### src/rtl/asp_irq_responder.sv
// Receives ASP IRQ lines, captures rising edges as sticky pending bits and emits one
// valid/ack interrupt message per edge. Optional message counter: ASP_IRQ_MSG_COUNT_EN.
module asp_irq_responder #(
    parameter int NUM_IRQ_LINES = 4,
    parameter int NUM_IRQ_USED  = 3
) (
    input  logic                             clk,
    input  logic                             reset_n,
    input  logic [NUM_IRQ_LINES-1:0]         irq_in,
    output logic                             irq_msg_valid,
    output logic [$clog2(NUM_IRQ_LINES)-1:0] irq_msg_vector,
    input  logic                             irq_msg_ack,
    input  logic [1:0]                       avs_address,
    input  logic                             avs_read,
    input  logic                             avs_write,
    input  logic [63:0]                      avs_writedata,
    input  logic [7:0]                       avs_byteenable,
    output logic [63:0]                      avs_readdata,
    output logic                             avs_readdatavalid,
    output logic                             avs_waitrequest
);

    localparam int VEC_W = $clog2(NUM_IRQ_LINES);
    localparam logic [NUM_IRQ_LINES-1:0] LIVE_MASK =
        NUM_IRQ_LINES'((64'd1 << NUM_IRQ_USED) - 64'd1);

    localparam logic [1:0] ADDR_STATUS = 2'd0;
    localparam logic [1:0] ADDR_MASK   = 2'd1;
    localparam logic [1:0] ADDR_CLEAR  = 2'd2;
    localparam logic [1:0] ADDR_INFO   = 2'd3;

    typedef enum logic {
        IDLE,
        REQ
    } state_t;

    state_t                   state_q, state_d;
    logic [VEC_W-1:0]         vec_q, vec_d;
    logic [NUM_IRQ_LINES-1:0] irq_prev_q, irq_prev_d;
    logic [NUM_IRQ_LINES-1:0] pending_q, pending_d;
    logic [NUM_IRQ_LINES-1:0] sent_q, sent_d;
    logic [NUM_IRQ_LINES-1:0] mask_q, mask_d;
    logic [63:0]              rdata_q, rdata_d;
    logic                     rvalid_q, rvalid_d;

    logic [63:0]              be_mask;
    logic [63:0]              wdata_be;
    logic                     wr_mask, wr_clear, wr_info;
    logic [NUM_IRQ_LINES-1:0] clear_bits;
    logic [NUM_IRQ_LINES-1:0] rise;
    logic [NUM_IRQ_LINES-1:0] eligible;
    logic [NUM_IRQ_LINES-1:0] sent_set;
    logic [VEC_W-1:0]         pick_idx;
    logic                     ack_fire;
    logic [31:0]              msg_count;
    logic [63:0]              rd_mux;

    always_comb begin
        for (int b = 0; b < 8; b++) begin
            be_mask[b*8 +: 8] = {8{avs_byteenable[b]}};
        end
        wdata_be   = avs_writedata & be_mask;
        wr_mask    = avs_write && (avs_address == ADDR_MASK);
        wr_clear   = avs_write && (avs_address == ADDR_CLEAR);
        wr_info    = avs_write && (avs_address == ADDR_INFO);
        clear_bits = wr_clear ? (wdata_be[NUM_IRQ_LINES-1:0] & LIVE_MASK) : '0;
        rise       = irq_in & ~irq_prev_q & LIVE_MASK;
        eligible   = pending_q & ~sent_q & ~mask_q;
        ack_fire   = (state_q == REQ) && irq_msg_ack;
    end

    // Fixed priority: iterate downwards so the lowest eligible index wins.
    always_comb begin
        pick_idx = '0;
        for (int i = NUM_IRQ_LINES - 1; i >= 0; i--) begin
            if (eligible[i]) begin
                pick_idx = VEC_W'(i);
            end
        end
    end

    always_comb begin
        state_d = state_q;
        vec_d   = vec_q;
        case (state_q)
            IDLE: begin
                if (eligible != '0) begin
                    vec_d   = pick_idx;
                    state_d = REQ;
                end
            end
            REQ: begin
                if (irq_msg_ack) begin
                    state_d = IDLE;
                end
            end
            default: state_d = IDLE;
        endcase
    end

    // A new edge always wins over CLEAR, and re-arms the line for a fresh message.
    // An ack only marks sent if the line is still pending after any clear.
    always_comb begin
        sent_set = '0;
        if (ack_fire) begin
            sent_set[vec_q] = 1'b1;
        end
        irq_prev_d = irq_in;
        pending_d  = (pending_q & ~clear_bits) | rise;
        sent_d     = ((sent_q & ~clear_bits) | (sent_set & pending_q & ~clear_bits)) & ~rise;
        mask_d     = mask_q;
        if (wr_mask) begin
            mask_d = (mask_q & ~be_mask[NUM_IRQ_LINES-1:0])
                   | (wdata_be[NUM_IRQ_LINES-1:0] & LIVE_MASK);
        end
    end

`ifdef ASP_IRQ_MSG_COUNT_EN
    logic [31:0] msg_count_q, msg_count_d;

    always_comb begin
        msg_count_d = msg_count_q;
        if (wr_info && (avs_byteenable[7:4] != 4'h0)) begin
            msg_count_d = '0;
        end else if (ack_fire && (msg_count_q != 32'hFFFF_FFFF)) begin
            msg_count_d = msg_count_q + 32'd1;
        end
    end

    always_ff @(posedge clk or negedge reset_n) begin
        if (!reset_n) begin
            msg_count_q <= '0;
        end else begin
            msg_count_q <= msg_count_d;
        end
    end

    assign msg_count = msg_count_q;
`else
    assign msg_count = '0;
`endif

    // Reads sample registered state, so a same-cycle write is not yet visible.
    always_comb begin
        rd_mux = '0;
        case (avs_address)
            ADDR_STATUS: rd_mux = 64'(pending_q);
            ADDR_MASK:   rd_mux = 64'(mask_q);
            ADDR_CLEAR:  rd_mux = '0;
            ADDR_INFO:   rd_mux = {msg_count, 16'h0000, 8'(NUM_IRQ_USED), 8'(NUM_IRQ_LINES)};
            default:     rd_mux = '0;
        endcase
        rdata_d  = avs_read ? rd_mux : '0;
        rvalid_d = avs_read;
    end

    always_ff @(posedge clk or negedge reset_n) begin
        if (!reset_n) begin
            state_q    <= IDLE;
            vec_q      <= '0;
            irq_prev_q <= '0;
            pending_q  <= '0;
            sent_q     <= '0;
            mask_q     <= '0;
            rdata_q    <= '0;
            rvalid_q   <= 1'b0;
        end else begin
            state_q    <= state_d;
            vec_q      <= vec_d;
            irq_prev_q <= irq_prev_d;
            pending_q  <= pending_d;
            sent_q     <= sent_d;
            mask_q     <= mask_d;
            rdata_q    <= rdata_d;
            rvalid_q   <= rvalid_d;
        end
    end

    logic unused_ok;
    assign unused_ok = ^{wdata_be[63:NUM_IRQ_LINES], wr_info};

    assign irq_msg_valid     = (state_q == REQ);
    assign irq_msg_vector    = vec_q;
    assign avs_readdata      = rdata_q;
    assign avs_readdatavalid = rvalid_q;
    assign avs_waitrequest   = ~reset_n;

endmodule
### config.mk
export PLATFORM = sky130hd
export DESIGN_NAME = asp_irq_responder
export DESIGN_NICKNAME = d
export VERILOG_FILES = /design/src/rtl/asp_irq_responder.sv
export SDC_FILE = /design/constraint.sdc
export NUM_CORES = 1
export LEC_CHECK = 0
export CORE_UTILIZATION = 27
export CTS_CLUSTER_SIZE = 28
export DETAILED_ROUTE_END_ITERATION = 10
export PLACE_DENSITY = 0.8
export SLEW_MARGIN = 20
export SYNTH_ARGS = -nofsm -noshare
export SYNTH_HDL_FRONTEND = slang
export SYNTH_SLANG_ARGS = --single-unit
### constraint.sdc
create_clock -name clk -period 1.85 [get_ports clk]
set_clock_uncertainty 0.1 [all_clocks]
set_input_delay 0.37 -clock clk [delete_from_list [all_inputs] [get_ports clk]]
set_output_delay 0.37 -clock clk [all_outputs]
set_load 0.005 [all_outputs]
After elaboration in Yosys (flattened, before gate mapping) --
Cells that the tools add are included.
Word-level totals: bits in registers 83, output and inout bits 69, logic and storage cells 54, bits of input ports 83
Cells by class: $lt $le $gt $ge 2, eq/ne operators 3, bitwise operators 21, reduce and logical (&&, ||, !) cells 7, multiplexer cells 13
Operator list (number):
- $pmux 64 s4 | 1
- $mux 64 | 1
- $and 4x4->4 | 8
- $not 4->4 | 3
- $mux 2 | 4
- $not 3->4 | 2
- $or 4x3->4 | 2
- $and 3x3->3 | 2
- $eq 2x2->1 const B | 2
- $logic_and 1x1->1 | 4
- $mux 4 | 1
- $or 4x4->4 | 1
- $reduce_bool 4->1 | 1
- $lt 2x3->1 const B | 1
- $mux 1 | 3
- $mux 3 | 1
- $not 3->3 | 1
- $demux 1 s2 | 1
- $eq 2x1->1 const B | 1
- $ge 2x1->1 const B | 1
- $logic_not 2->1 | 1
- $not 1->1 | 2
- $pmux 1 s2 | 1
- $reduce_and 2->1 | 1

Longest topological paths before layout --
Gate-level depths: netlist (run 1).
depth in word-level cells 9, depth in mapped cells 5, mapped depth without buffers 3

Least setup slack after synthesis (run 1) --
OpenSTA, ideal clock, no wires.
path type register -> register, start point register state_q (netlist: irq_msg_valid), end point register vec_q[0] (netlist: irq_msg_vector[0]), cell stages (with the launch flop) 4, arrival 1145 ps, setup time 142 ps, buffers on the path 0, setup slack 463 ps, cells stage by stage dfrtp_1 -> or4b_4 -> a21oi_1 -> nor2_1
Between the ends: cells in the longest elaborated chain, start to end 2
RTL lines:
- start: declaration | line 37 | state_t state_q, state_d;
- start signal: assignment | line 168 | state_q <= state_d;
- $not 1->1 (no source line)
- $reduce_and 2->1 (no source line)
- end signal: assignment | line 169 | vec_q <= vec_d;
- end: declaration | line 38 | logic [VEC_W-1:0] vec_q, vec_d;
No other way between the ends. A chain may end at the register's enable or synchronous reset.

Worst setup path in the final report (run 1) --
start point input port reset_n, end point output port avs_waitrequest
Between the ends: cells in the longest elaborated chain, start to end 1
RTL lines:
- start: declaration | line 8 | input logic reset_n,
- $not 1->1 | line 186 | assign avs_waitrequest = ~reset_n;
- end: declaration | line 20 | output logic avs_waitrequest
No other way between the ends.

==> flow_metrics.py, run 1 <==
metrics = {
    "status": {
        "status": "finished, final reports clean",
    },
    "final_layout": {
        "stdcell_count": 224,
        "area_delta_synth_final_pct": 13.5,
        "final_util_pct": 31.9,
        "fill_cells": 496,
        "antenna-diode-count": 0,
        "drive_above_1_share_pct": 8.92,
        "layout.nets": 241,
    },
    "job": {
        "maxCapViolations": 0,
    },
    "routing": {
        "ant_nets": 0,
        "vias": 775,
        "vias_per_cell": 3.46,
        "drcViolationCount": 0,
        "wl_um": 2010,
        "drt_iter0_markers": 47,
        "drt_first_pass_iters": 4,
        "wire_per_inst_um": 8.98,
    },
    "synth": {
        "async_reset_ff_share_pct": 100,
        "synthTopCellsByArea": "dfrtp_1 (41%), buf_4 (33%), mux2_2 (2.5%)",
        "ys_seq_area_share_pct": 41.4,
        "ys_ff_latch": 22,
        "synth_ff_type": "dfrtp_1",
        "ys_top_cells_by_count": "buf_4 (59), dfrtp_1 (22), nor2_1 (6)",
        "ys_types": 28,
        "synth_warnings": 0,
        "synth_top_area_share_pct": 41.4,
        "syn_avg_cell_area_um2": 10.2,
        "synth_edf_count": 0,
        "yosysMostFrequentCell": "buf_4",
        "syn_area_um2": 1330,
        "synth_top_cell_by_area": "dfrtp_1",
        "synthCells": 130,
    },
    "timing": {
        "rsz0062_at_grt": "no",
        "fmax_mhz": 557,
        "finalSetupTns_ns": 0,
        "worst_pin_slew_ns": 0.697,
        "report.final.slew_viol_count": 0,
        "hold_viol": 0,
        "setup_violations": 0,
        "max-slew-margin-rel_pct": 52.9,
        "min_period_ns": 1.79,
        "fin_crit_sh_pct": 97.0,
    },
    "placement": {
        "dp.cells": 220,
        "portBuffers": 24,
        "dp_hpwl_um": 1690,
        "gp_congestion": 0.776,
    },
    "floorplan": {
        "die_x_um": 72.2,
        "fp.dieH_um": 72.2,
        "dieArea_um2": 5210,
        "io_pins": 152,
        "core_um2": 4720,
        "start_util_pct": 28.1,
        "fp-row-count": 25,
    },
    "critical_path": {
        "rr_worst_depth": 3,
        "worstSetupEndpointType": "output pin",
        "start_kind": "input pin",
        "rr_endpoint": "irq_msg_vector[0]$_DFFE_PN0P_",
        "arrival_ns": 1.32,
        "path_class": "input pin to output pin",
        "critPathLaunch": "reset_n",
        "rrSetupSlack_ns": 0.38,
        "cp_max_fo": 2,
        "endpoint": "avs_waitrequest",
        "r2r_start": "irq_msg_valid$_DFF_PN0_",
        "crit_required_ns": 1.38,
    },
    "clock_network": {
        "post_cts_resized": 0,
        "clk_latency_ns": 0.26,
        "tritoncts": "built",
        "cts_setup_buffers": 0,
        "holdBufCountCts": 0,
        "cts-root-buf": "clkbuf_8",
        "htreeDepth": 1,
        "cts_sinks": 22,
        "cts.clk_slew.worst_paths_ns": 0.08,
        "cts_buffers": 3,
        "cts_buffer_depth": 2,
    },
    "grt": {
        "grt_pass1_wl_um": 3350,
        "grt_max_degree": 23,
        "grt_pass1_vias": 699,
        "grt_overflow": 0,
        "antenna_found_initial": 1,
        "grtUsageTotal_pct": 8.50,
    },
    "pwr": {
        "clkPwrFrac_pct": 30.8,
        "swShare_pct": 27.3,
        "leakagePower_nw": 0.722,
        "p_int_mw": 1.06,
        "power.density_nw_per_um2": 965,
        "power.switching_uw": 397,
        "seq_power_share_pct": 44.6,
        "combPwrFrac_pct": 24.6,
        "ir_drop_mv": 0.358,
    },
    "hold_path": {
        "hold_path_class": "input pin to asynchronous set/reset pin",
    },
}
[per-stage QoR]
stage	hold slack (ns)	setup WS [ns]	total power, mW	area (um2)
after floorplan	-0.0256	0.463	0.930	1540
after global placement	0.370	0.0457	0.998	1440
after detailed placement	0.403	0.0482	1.01	1440
after CTS	0.383	0.0483	1.47	1510
after global routing	0.418	0.00179	1.55	1510
final	0.373	0.0552	1.46	1510
[power groups by stage]
stage,registers [mW],logic (mW),clock network (mW)
after global routing,0.663,0.404,0.479
after CTS,0.648,0.360,0.457
after detailed placement,0.657,0.358,0
after global placement,0.654,0.344,0
final,0.649,0.358,0.449
after floorplan,0.639,0.291,0
[cell usage in the layout, fill, tap and decap left out, types with 3 or more instances in the layout]
| master | n |
|---|---|
| conb_1 | 58 |
| clkdlybuf4s50_1 | 24 |
| dfrtp_1 | 22 |
| nor2_1 | 6 |
| nand2_1 | 5 |
| nor2b_1 | 3 |
| a21o_1 | 3 |
| a211oi_1 | 3 |
| mux2_2 | 3 |
| clkbuf_8 | 3 |
| buf_4 | 3 |
[worst max-delay path, cell delays in order]
cell and delay [ns]:
clkdlybuf4s50_1 0.41, inv_1 0.05, clkdlybuf4s50_1 0.49
[worst min-delay path by stage]
stage	start	end	depth (start not counted)
after floorplan	reset_n	asynchronous set/reset pin	0
after CTS	reset_n	irq_msg_valid$_DFF_PN0_	2
after global routing	reset_n	avs_readdata[1]$_DFF_PN0_	2
after detailed placement	mask_q[3]$_DFFE_PN0P_	mask_q[3]$_DFFE_PN0P_	1
after global placement	mask_q[3]$_DFFE_PN0P_	mask_q[3]$_DFFE_PN0P_	1
final	reset_n	irq_msg_valid$_DFF_PN0_	2
[area by class of cell]
cell class / instances / area (um2) / area share (%)
Clock buffer: 3 / 41.3 / 2.74
Timing Repair Buffer: 27 / 263 / 17.4
Tap cell: 67 / 83.8 / 5.56
Sequential cell: 22 / 551 / 36.5
Clock inverter: 1 / 30.0 / 1.99
Inverter: 2 / 7.51 / 0.498
Multi-Input combinational cell: 102 / 532 / 35.3
[cell families after synthesis]
kind of cell           Yosys count  share of synthesized area (%)
flip-flops                      22                           41.4
buffers and inverters           63                           34.7
AND/OR/NAND/NOR                 26                           12.6
multiplexers                     5                           4.05
other                            1                          0.282
AO/OA/AOI/OAI                   13                           6.97
[per-layer routing]
metal / vias to the layer above / global-route usage, % / share of wire, % / wire length [um]
li1: 365 / - / - / -
met1: 361 / 10.1 / 41 / 829
met2: 47 / 13.3 / 49 / 978
met3: 2 / 3.89 / 9.2 / 186
met4: 0 / 3.49 / 0.85 / 17
met5: - / 0 / 0 / 0
Note: power is estimated with default switching activity, not from simulation.
==> inputs of run 2 (changes only) <==
--- a/config.mk
+++ b/config.mk
@@ -6,7 +6,6 @@
 export NUM_CORES = 1
 export LEC_CHECK = 0
 export CORE_UTILIZATION = 27
-export CTS_CLUSTER_SIZE = 28
 export DETAILED_ROUTE_END_ITERATION = 10
 export PLACE_DENSITY = 0.8
 export SLEW_MARGIN = 20
==> results of run 2 <==
Same layout as run 1: the final DEF is identical, and so are final timing and power.
==> inputs of run 3 (changes only) <==
--- a/config.mk
+++ b/config.mk
@@ -5,6 +5,7 @@
 export SDC_FILE = /design/constraint.sdc
 export NUM_CORES = 1
 export LEC_CHECK = 0
+export CAP_MARGIN = 20
 export CORE_UTILIZATION = 27
 export DETAILED_ROUTE_END_ITERATION = 10
 export PLACE_DENSITY = 0.8
==> results of run 3 <==
Same layout as run 1: the final DEF is identical, and so are final timing and power.
